[config.mk]
export PLATFORM = sky130hd
export DESIGN_NAME = gp9001_cpu_if_flat
export DESIGN_NICKNAME = d
export VERILOG_FILES = /design/src/rtl/gp9001_cpu_if_if.sv /design/src/rtl/gp9001_cpu_if.sv /design/src/flat_wrapper.sv
export SDC_FILE = /design/constraint.sdc
export NUM_CORES = 1
export LEC_CHECK = 0
export CAP_MARGIN = 20
export CORE_MARGIN = 1
export CORE_UTILIZATION = 35
export DETAILED_ROUTE_END_ITERATION = 10
export HOLD_SLACK_MARGIN = 0.06
export REMOVE_ABC_BUFFERS = 1
export SYNTH_ARGS = -nofsm -noshare
export SYNTH_HDL_FRONTEND = slang
export SYNTH_SLANG_ARGS = --single-unit
[constraint.sdc]
create_clock -name CLK96 -period 16.35 [get_ports CLK96]
set_clock_uncertainty 0.2 [all_clocks]
set_input_delay 4.905 -clock CLK96 [delete_from_list [all_inputs] [get_ports CLK96]]
set_output_delay 4.905 -clock CLK96 [all_outputs]
set_load 0.05 [all_outputs]
[src/rtl/gp9001_cpu_if_if.sv]
// rtl/gp9001_cpu_if_if.sv - VRAM request/grant port shared between CPU engine and renderer
interface gp9001_cpu_if_if #(
    parameter int AW = 14
) ();
    logic          VRAM_REQ;
    logic          VRAM_WE;
    logic [AW-1:0] VRAM_ADDR;
    logic [15:0]   VRAM_DIN;
    logic [15:0]   VRAM_DOUT;
    logic          VRAM_GNT;

    modport master (
        output VRAM_REQ, VRAM_WE, VRAM_ADDR, VRAM_DIN,
        input  VRAM_DOUT, VRAM_GNT
    );

    modport slave (
        input  VRAM_REQ, VRAM_WE, VRAM_ADDR, VRAM_DIN,
        output VRAM_DOUT, VRAM_GNT
    );
endinterface

[src/rtl/gp9001_cpu_if.sv]
// rtl/gp9001_cpu_if.sv - GP9001 CPU command engine: register file, VRAM pointer, VRAM arbitration
// Optional: GP9001_VBL_LOCK_EN holds VRAM ops until vertical blank (LVBL low).
module gp9001_cpu_if #(
    parameter int AW      = 14,
    parameter int REG_NUM = 16
) (
    input  logic                    CLK96,
    input  logic                    RESET96,
    input  logic                    OP_SELECT_REG,
    input  logic                    OP_WRITE_REG,
    input  logic                    OP_WRITE_RAM,
    input  logic                    OP_READ_RAM_H,
    input  logic                    OP_READ_RAM_L,
    input  logic                    OP_SET_RAM_PTR,
    input  logic [15:0]             DIN,
    input  logic                    LVBL,
    output logic                    ACK,
    output logic [15:0]             DOUT,
    output logic [16*REG_NUM-1:0]   REGS,
    gp9001_cpu_if_if.master         vram
);

    localparam logic [1:0] ST_IDLE = 2'd0;
    localparam logic [1:0] ST_VREQ = 2'd1;
    localparam logic [1:0] ST_DONE = 2'd2;
    localparam int RW = (REG_NUM > 1) ? $clog2(REG_NUM) : 1;

    logic [1:0]    state_q, state_d;
    logic [AW-1:0] ptr_q, ptr_d;
    logic [7:0]    sel_q, sel_d;
    logic [15:0]   dout_q, dout_d;
    logic          ack_q, ack_d;
    logic          req_q, req_d;
    logic          we_q, we_d;
    logic [AW-1:0] addr_q, addr_d;
    logic [15:0]   vdin_q, vdin_d;
    logic          incr_q, incr_d;
    logic          pend_q, pend_d;
    logic          reg_we;
    logic          any_op;
    logic          vram_go;
    logic [15:0]   regs_q [REG_NUM];

`ifdef GP9001_VBL_LOCK_EN
    assign vram_go = ~LVBL;
`else
    logic unused_lvbl;
    assign unused_lvbl = LVBL;
    assign vram_go     = 1'b1;
`endif

    assign any_op = OP_SELECT_REG | OP_WRITE_REG | OP_WRITE_RAM |
                    OP_READ_RAM_H | OP_READ_RAM_L | OP_SET_RAM_PTR;

    always_comb begin
        state_d = state_q;
        ptr_d   = ptr_q;
        sel_d   = sel_q;
        dout_d  = dout_q;
        ack_d   = ack_q;
        req_d   = req_q;
        we_d    = we_q;
        addr_d  = addr_q;
        vdin_d  = vdin_q;
        incr_d  = incr_q;
        pend_d  = pend_q;
        reg_we  = 1'b0;
        case (state_q)
            ST_IDLE: begin
                if (pend_q) begin
                    // VRAM op already latched, only waiting for the blank window
                    if (vram_go) begin
                        req_d   = 1'b1;
                        addr_d  = ptr_q;
                        pend_d  = 1'b0;
                        state_d = ST_VREQ;
                    end
                end else if (any_op) begin
                    if (OP_SET_RAM_PTR) begin
                        ptr_d   = DIN[AW-1:0];
                        ack_d   = 1'b1;
                        state_d = ST_DONE;
                    end else if (OP_SELECT_REG) begin
                        sel_d   = DIN[7:0];
                        ack_d   = 1'b1;
                        state_d = ST_DONE;
                    end else if (OP_WRITE_REG) begin
                        reg_we  = ({1'b0, sel_q} < 9'(REG_NUM));
                        ack_d   = 1'b1;
                        state_d = ST_DONE;
                    end else begin
                        we_d   = OP_WRITE_RAM;
                        incr_d = OP_WRITE_RAM | OP_READ_RAM_L;
                        vdin_d = DIN;
                        if (vram_go) begin
                            req_d   = 1'b1;
                            addr_d  = ptr_q;
                            state_d = ST_VREQ;
                        end else begin
                            pend_d = 1'b1;
                        end
                    end
                end
            end
            ST_VREQ: begin
                if (vram.VRAM_GNT) begin
                    if (!we_q) dout_d = vram.VRAM_DOUT;
                    if (incr_q) ptr_d = ptr_q + 1'b1;
                    req_d   = 1'b0;
                    ack_d   = 1'b1;
                    state_d = ST_DONE;
                end
            end
            ST_DONE: begin
                if (!any_op) begin
                    ack_d   = 1'b0;
                    state_d = ST_IDLE;
                end
            end
            default: state_d = ST_IDLE;
        endcase
    end

    always_ff @(posedge CLK96 or posedge RESET96) begin
        if (RESET96) begin
            state_q <= ST_IDLE;
            ptr_q   <= '0;
            sel_q   <= '0;
            dout_q  <= '0;
            ack_q   <= 1'b0;
            req_q   <= 1'b0;
            we_q    <= 1'b0;
            addr_q  <= '0;
            vdin_q  <= '0;
            incr_q  <= 1'b0;
            pend_q  <= 1'b0;
        end else begin
            state_q <= state_d;
            ptr_q   <= ptr_d;
            sel_q   <= sel_d;
            dout_q  <= dout_d;
            ack_q   <= ack_d;
            req_q   <= req_d;
            we_q    <= we_d;
            addr_q  <= addr_d;
            vdin_q  <= vdin_d;
            incr_q  <= incr_d;
            pend_q  <= pend_d;
        end
    end

    always_ff @(posedge CLK96 or posedge RESET96) begin
        if (RESET96) begin
            for (int i = 0; i < REG_NUM; i++) regs_q[i] <= '0;
        end else if (reg_we) begin
            regs_q[sel_q[RW-1:0]] <= DIN;
        end
    end

    for (genvar g = 0; g < REG_NUM; g++) begin : g_regs
        assign REGS[16*g +: 16] = regs_q[g];
    end

    assign ACK            = ack_q;
    assign DOUT           = dout_q;
    assign vram.VRAM_REQ  = req_q;
    assign vram.VRAM_WE   = we_q;
    assign vram.VRAM_ADDR = addr_q;
    assign vram.VRAM_DIN  = vdin_q;

endmodule

[src/flat_wrapper.sv]
// flat-port wrapper written by rule: the top's interface ports become plain ports
module gp9001_cpu_if_flat 
#(
    parameter int AW      = 14,
    parameter int REG_NUM = 16
)
  (CLK96, RESET96, OP_SELECT_REG, OP_WRITE_REG, OP_WRITE_RAM, OP_READ_RAM_H, OP_READ_RAM_L, OP_SET_RAM_PTR, DIN, LVBL, ACK, DOUT, REGS, vram_VRAM_REQ, vram_VRAM_WE, vram_VRAM_ADDR, vram_VRAM_DIN, vram_VRAM_DOUT, vram_VRAM_GNT);
  gp9001_cpu_if_if #(.AW(AW)) vram_i ();
  input  logic CLK96;
  input  logic RESET96;
  input  logic OP_SELECT_REG;
  input  logic OP_WRITE_REG;
  input  logic OP_WRITE_RAM;
  input  logic OP_READ_RAM_H;
  input  logic OP_READ_RAM_L;
  input  logic OP_SET_RAM_PTR;
  input  logic [15:0] DIN;
  input  logic LVBL;
  output logic ACK;
  output logic [15:0] DOUT;
  output logic [16*REG_NUM-1:0] REGS;
  output wire logic [$bits(vram_i.VRAM_REQ)-1:0] vram_VRAM_REQ;
  output wire logic [$bits(vram_i.VRAM_WE)-1:0] vram_VRAM_WE;
  output wire logic [$bits(vram_i.VRAM_ADDR)-1:0] vram_VRAM_ADDR;
  output wire logic [$bits(vram_i.VRAM_DIN)-1:0] vram_VRAM_DIN;
  input wire logic [$bits(vram_i.VRAM_DOUT)-1:0] vram_VRAM_DOUT;
  input wire logic [$bits(vram_i.VRAM_GNT)-1:0] vram_VRAM_GNT;
  assign vram_VRAM_REQ = vram_i.VRAM_REQ;
  assign vram_VRAM_WE = vram_i.VRAM_WE;
  assign vram_VRAM_ADDR = vram_i.VRAM_ADDR;
  assign vram_VRAM_DIN = vram_i.VRAM_DIN;
  assign vram_i.VRAM_DOUT = vram_VRAM_DOUT;
  assign vram_i.VRAM_GNT = vram_VRAM_GNT;
  gp9001_cpu_if #(.AW(AW), .REG_NUM(REG_NUM)) u_core (.CLK96(CLK96), .RESET96(RESET96), .OP_SELECT_REG(OP_SELECT_REG), .OP_WRITE_REG(OP_WRITE_REG), .OP_WRITE_RAM(OP_WRITE_RAM), .OP_READ_RAM_H(OP_READ_RAM_H), .OP_READ_RAM_L(OP_READ_RAM_L), .OP_SET_RAM_PTR(OP_SET_RAM_PTR), .DIN(DIN), .LVBL(LVBL), .ACK(ACK), .DOUT(DOUT), .REGS(REGS), .vram(vram_i));
endmodule
[Yosys cells after proc, flatten, opt, wreduce, memory -nomap -nowiden]
Cells that the tools add are included.
Word-level totals
  input port bits: 42
  register bits: 330
Cells by class
  $add $sub $neg: 1
  reduce and logical (&&, ||, !) cells: 11
  $lt $le $gt $ge: 3
  equality and inequality tests: 11
  bitwise gates (word level): 11
  muxes and demuxes: 37
Operators by type and width (number)
  $bwmux W256: 1
  $mux W14: 8
  $demux W16 S4: 1
  $pmux W14 S2: 1
  $mux W1: 16
  $mux W16: 1
  $reduce_and A5 Y1: 3
  $add A14 B1 Y14 const B: 1
  $mux W2: 6
  $ne A2 B2 Y1 const B: 6
  $lt A8 B5 Y1 const B: 1
  $or A1 B1 Y1: 6
  $pmux W2 S3: 1
  $reduce_and A3 Y1: 2
  $reduce_and A6 Y1: 1
  $ge A5 B5 Y1 const B: 1
  $lt A5 B1 Y1 const B: 1
  $not A4 Y5: 1
  $ne A2 B1 Y1 const B: 2
  $ne A4 B4 Y1 const B: 1
  $not A1 Y1: 4
  $reduce_and A4 Y1: 1
  $pmux W1 S3: 1
  $reduce_bool A3 Y1: 1
  other kinds (6): 6

[Longest topological paths before layout]
  depth in word-level cells: 7
  gate-level depth with buffers: 7
  depth with buffers taken out: 5

[Worst setup path before layout]
OpenSTA, ideal clock, no wires.
  kind: input port to flip-flop
  start point: input OP_SET_RAM_PTR
  end point: register u_core.regs_q, in the netlist u_core.REGS[100]
  cell stages on the path: 5
  setup slack: 9.458 ns
  arrival time: 6.567 ns
  library setup time: 0.125 ns
  required time: 16.025 ns
  cells stage by stage: or4_4 -> nor4_4 -> nand2_4 -> buf_6 -> mux2_4
On the way
  cells in the longest elaborated chain, start to end: 3
  elaborated cells on any way between the ends: 4
  classes of those cells: mux: 3; bitwise: 1
Ends and longest elaborated chain
  start, declared: RTL line flat_wrapper.sv:16  | input logic OP_SET_RAM_PTR;
  $mux W1 or $or A1 B1 Y1 (tied branches): RTL line gp9001_cpu_if.sv:79, gp9001_cpu_if.sv:53
  $mux W1 *: RTL line gp9001_cpu_if.sv:78  | end else if (any_op) begin
  $mux W1 *: RTL line gp9001_cpu_if.sv:68  | case (state_q)
  end signal, assigned by index: RTL line gp9001_cpu_if.sv:156  | regs_q[sel_q[RW-1:0]] <= DIN;
  end, declared: RTL line gp9001_cpu_if.sv:42  | logic [15:0] regs_q [REG_NUM];
Every way passes the cells marked *; elsewhere a longest branch is shown, timed or not.
A chain may end at the register's enable or synchronous reset.

[Worst setup path in the final report]
  start point: input OP_WRITE_REG
  end point: register u_core.regs_q, in the netlist u_core.REGS[18]
On the way
  cells in the longest elaborated chain, start to end: 7
  elaborated cells on any way between the ends: 10
  classes of those cells: mux: 5; bitwise: 5
Ends and longest elaborated chain
  start, declared: RTL line flat_wrapper.sv:12  | input logic OP_WRITE_REG;
  $or A1 B1 Y1 (3 in series): RTL line gp9001_cpu_if.sv:52  | assign any_op = OP_SELECT_REG | OP_WRITE_REG | OP_WRITE_RAM |
  $or A1 B1 Y1 (2 in series): RTL line gp9001_cpu_if.sv:53  | OP_READ_RAM_H | OP_READ_RAM_L | OP_SET_RAM_PTR;
  $mux W1 *: RTL line gp9001_cpu_if.sv:78
  $mux W1 *: RTL line gp9001_cpu_if.sv:68
Marks and branches as above.

==> flow_summary.ini <==
[timing]
finalCritPeriodShare = 0.4505
drv_slew = 0
setup_viol = 0
hold_viol_final = 0
slew_headroom = 0.2650
tns_ns = 0
fin_hold_ws_ns = 0.2852
tightest_slew_ns = 1.099
fin_crit_ns = 7.366
fmax_ghz = 0.1358
rsz0062_at_grt = false

[grt]
grt_pass1_wl_um = 55640
grt_pass1_vias = 8684
grt_max_degree = 133
grtUsageTotal = 0.1937
grt_overflow_total = 0
grt_antenna_before_repair = 0

[routing]
routed_wl_um = 36710
vias = 8314
drc = 0
route.detailed.wl_per_inst_um = 21.74
postRouteAntennaNets = 0
viasPerCell = 4.925
first_pass_iters = 4
drt_iter0_markers = 287

[worst_hold_path]
hp-start = u_core.vram.VRAM_REQ
hp-class = reg2reg
min_to = u_core.vram.VRAM_REQ
min_path_cells = 2

[worst_setup_path]
cpMaxStageDelayCell = nor2b_2
timing.rr.start = u_core.state_q[0]
cp-start-kind = input port
r2r_slack_ns = 13.31
end_kind = flip-flop
worstPathCellList = clkdlybuf4s50_1 > or3b_1 > nor3_2 > nor2b_2 > mux2_2
cp.required_ns = 16.54
rr_endpoint = u_core.REGS[18]
crit_type = in2reg
critPathMaxFanout = 16
crit_buf_inv = 1
slowest_delay_ns = 0.83
r2r_cells = 4
critPathTopFamily = simple AND/OR/NAND/NOR gates
cp.arrival_ns = 7.56

[die]
rows = 70
fp.coreArea_um2 = 36790
die-area_um2 = 38260
pin_count = 347
start_util = 0.3567
floorplan.die.width_um = 195.6
dieHeight_um = 195.6

[clocking]
cts_tree = yes
numCtsBuffers = 38
hold_buffers = 0
clock_latency_ns = 0.52
max-clock-path-buffers = 3
path_clk_slew_ns = 0.05
htreeDepth = 2
cts.sinks = 330
root_buffer = clkbuf_16
cts_resized = 0
postCtsSetupBuffers = 0

[synth]
syn_inst = 843
yosys_warnings = 0
yosys_most_used_dff = dfrtp_1
synth_edf_count = 0
yosysSeqAreaShare = 0.6294
postSynthAreaPerCell_um2 = 15.56
ys_async_sr_fraction = 1.000
ys_ff_latch = 330
synthDistinctLibCells = 47
synth_area_um2 = 13120

[final_layout]
multi_input_area_um2 = 4578
drive_above_1_share = 0.3342
num-nets-final = 1234
layout_commonest_cell = clkdlybuf4s50_1
areaGrowthSynthToFinish_pct = 39.67
fillers = 3184
most-common-layout-cells = 345 x clkdlybuf4s50_1, 330 x dfrtp_1, 270 x mux2_2, 41 x clkbuf_16, 40 x mux2_4
seqCellArea_um2 = 8258

[power]
irDropWorstVdd_mv = 0.07150
leakage_nw = 8.708
power_density_nw_per_um2 = 103.6

[outcome]
status = finished, final reports clean

[placed_design]
dp_hpwl_um = 23630
gp_congestion = 0.7617
placement.io_buffers = 345

[job]
cap_violations = 0
worst max-delay path by stage:
stage                  from                to  slack, ns  cells after the start
2_1_floorplan       RESET96        u_core.ACK       2.11                      1
5_1_grt             RESET96  u_core.REGS[239]       8.71                      5
6_report       OP_WRITE_REG   u_core.REGS[18]       8.98                      5
4_1_cts             RESET96  u_core.REGS[101]       8.63                      4
3_3_place_gp        RESET96  u_core.REGS[104]       8.05                      4
3_5_place_dp        RESET96   u_core.REGS[98]       8.07                      4
registers in the layout, indices dropped and copies added (netlist names):
| name | cells |
|---|---|
| u_core.REGS | 256 |
| u_core.ptr_q | 14 |
| u_core.incr_q | 1 |
| u_core.ACK | 1 |
| u_core.DOUT | 16 |
| u_core.sel_q | 8 |
| u_core.vram.VRAM_DIN | 16 |
| u_core.vram.VRAM_ADDR | 14 |
| u_core.vram.VRAM_WE | 1 |
| u_core.vram.VRAM_REQ | 1 |
| u_core.state_q | 2 |
metrics by stage:
| step | util | setup slack [ns] | power (mW) | area (um2) | std cells |
|---|---|---|---|---|---|
| after floorplan | - | 2.105 | 1.002 | 12850 | 784 |
| after global placement | 0.4632 | 8.054 | 1.089 | 17040 | 1616 |
| after detailed placement | 0.4634 | 8.068 | 1.092 | 17050 | 1617 |
| after CTS | 0.4965 | 8.632 | 1.927 | 18270 | 1684 |
| after global routing | 0.4980 | 8.711 | 1.974 | 18320 | 1686 |
| final | 0.4982 | 8.984 | 1.898 | 18330 | 1688 |
tightest hold or removal path: cells and delay by family (launching register included):
kind / cells / cell delay (ns)
and+or+nand+nor: 2 / 0.10
DFF: 1 / 0.35
metal layers:
layer	up-vias	wire length, um	track usage
met5	-	0	0
met4	0	695	0.04637
met3	48	2695	0.05855
met2	233	17520	0.3165
met1	4314	15790	0.2515
li1	3719	-	-
report_power, final:
| group | switching [mW] | internal, mW |
|---|---|---|
| Clock | 0.329 | 0.494 |
| Sequential | 0.0288 | 0.848 |
| Combinational | 0.130 | 0.0695 |
| Total | 0.487 | 1.41 |
area by class of cell:
cell class,count,area share
Antenna cell,2,0.0002731
Clock buffer,61,0.06445
Clock inverter,6,0.001980
Inverter,4,0.001229
Multi-Input combinational cell,450,0.2498
Sequential cell,330,0.4506
Tap cell,468,0.03195
Timing Repair Buffer,367,0.1996
kinds of logic after synthesis:
group,Yosys count,share of synthesized area
flip-flops,330,0.6294
adder cells (fa/ha/maj),1,0.0009535
buffers and inverters,63,0.02184
multiplexers,310,0.2775
AND/OR/NAND/NOR,90,0.04692
AO/OA/AOI/OAI,49,0.02336
cells in the mapped netlist (5+ instances only):
| cell type | count | area share |
|---|---|---|
| dfrtp_1 | 330 | 0.63 |
| mux2_2 | 270 | 0.23 |
| mux2_4 | 40 | 0.046 |
| clkbuf_1 | 33 | 0.0094 |
| nand2_1 | 17 | 0.0049 |
| a21oi_1 | 14 | 0.0053 |
| buf_2 | 13 | 0.0050 |
| o21ai_0 | 13 | 0.0050 |
| nand3_1 | 9 | 0.0034 |
| buf_1 | 8 | 0.0023 |
| nor2_1 | 7 | 0.0020 |
| nor3_1 | 7 | 0.0027 |
| a2bb2oi_1 | 5 | 0.0033 |
| and4_1 | 5 | 0.0033 |
| nand4_1 | 5 | 0.0024 |
| o22ai_1 | 5 | 0.0024 |
Power figures use the tool's default switching activity.
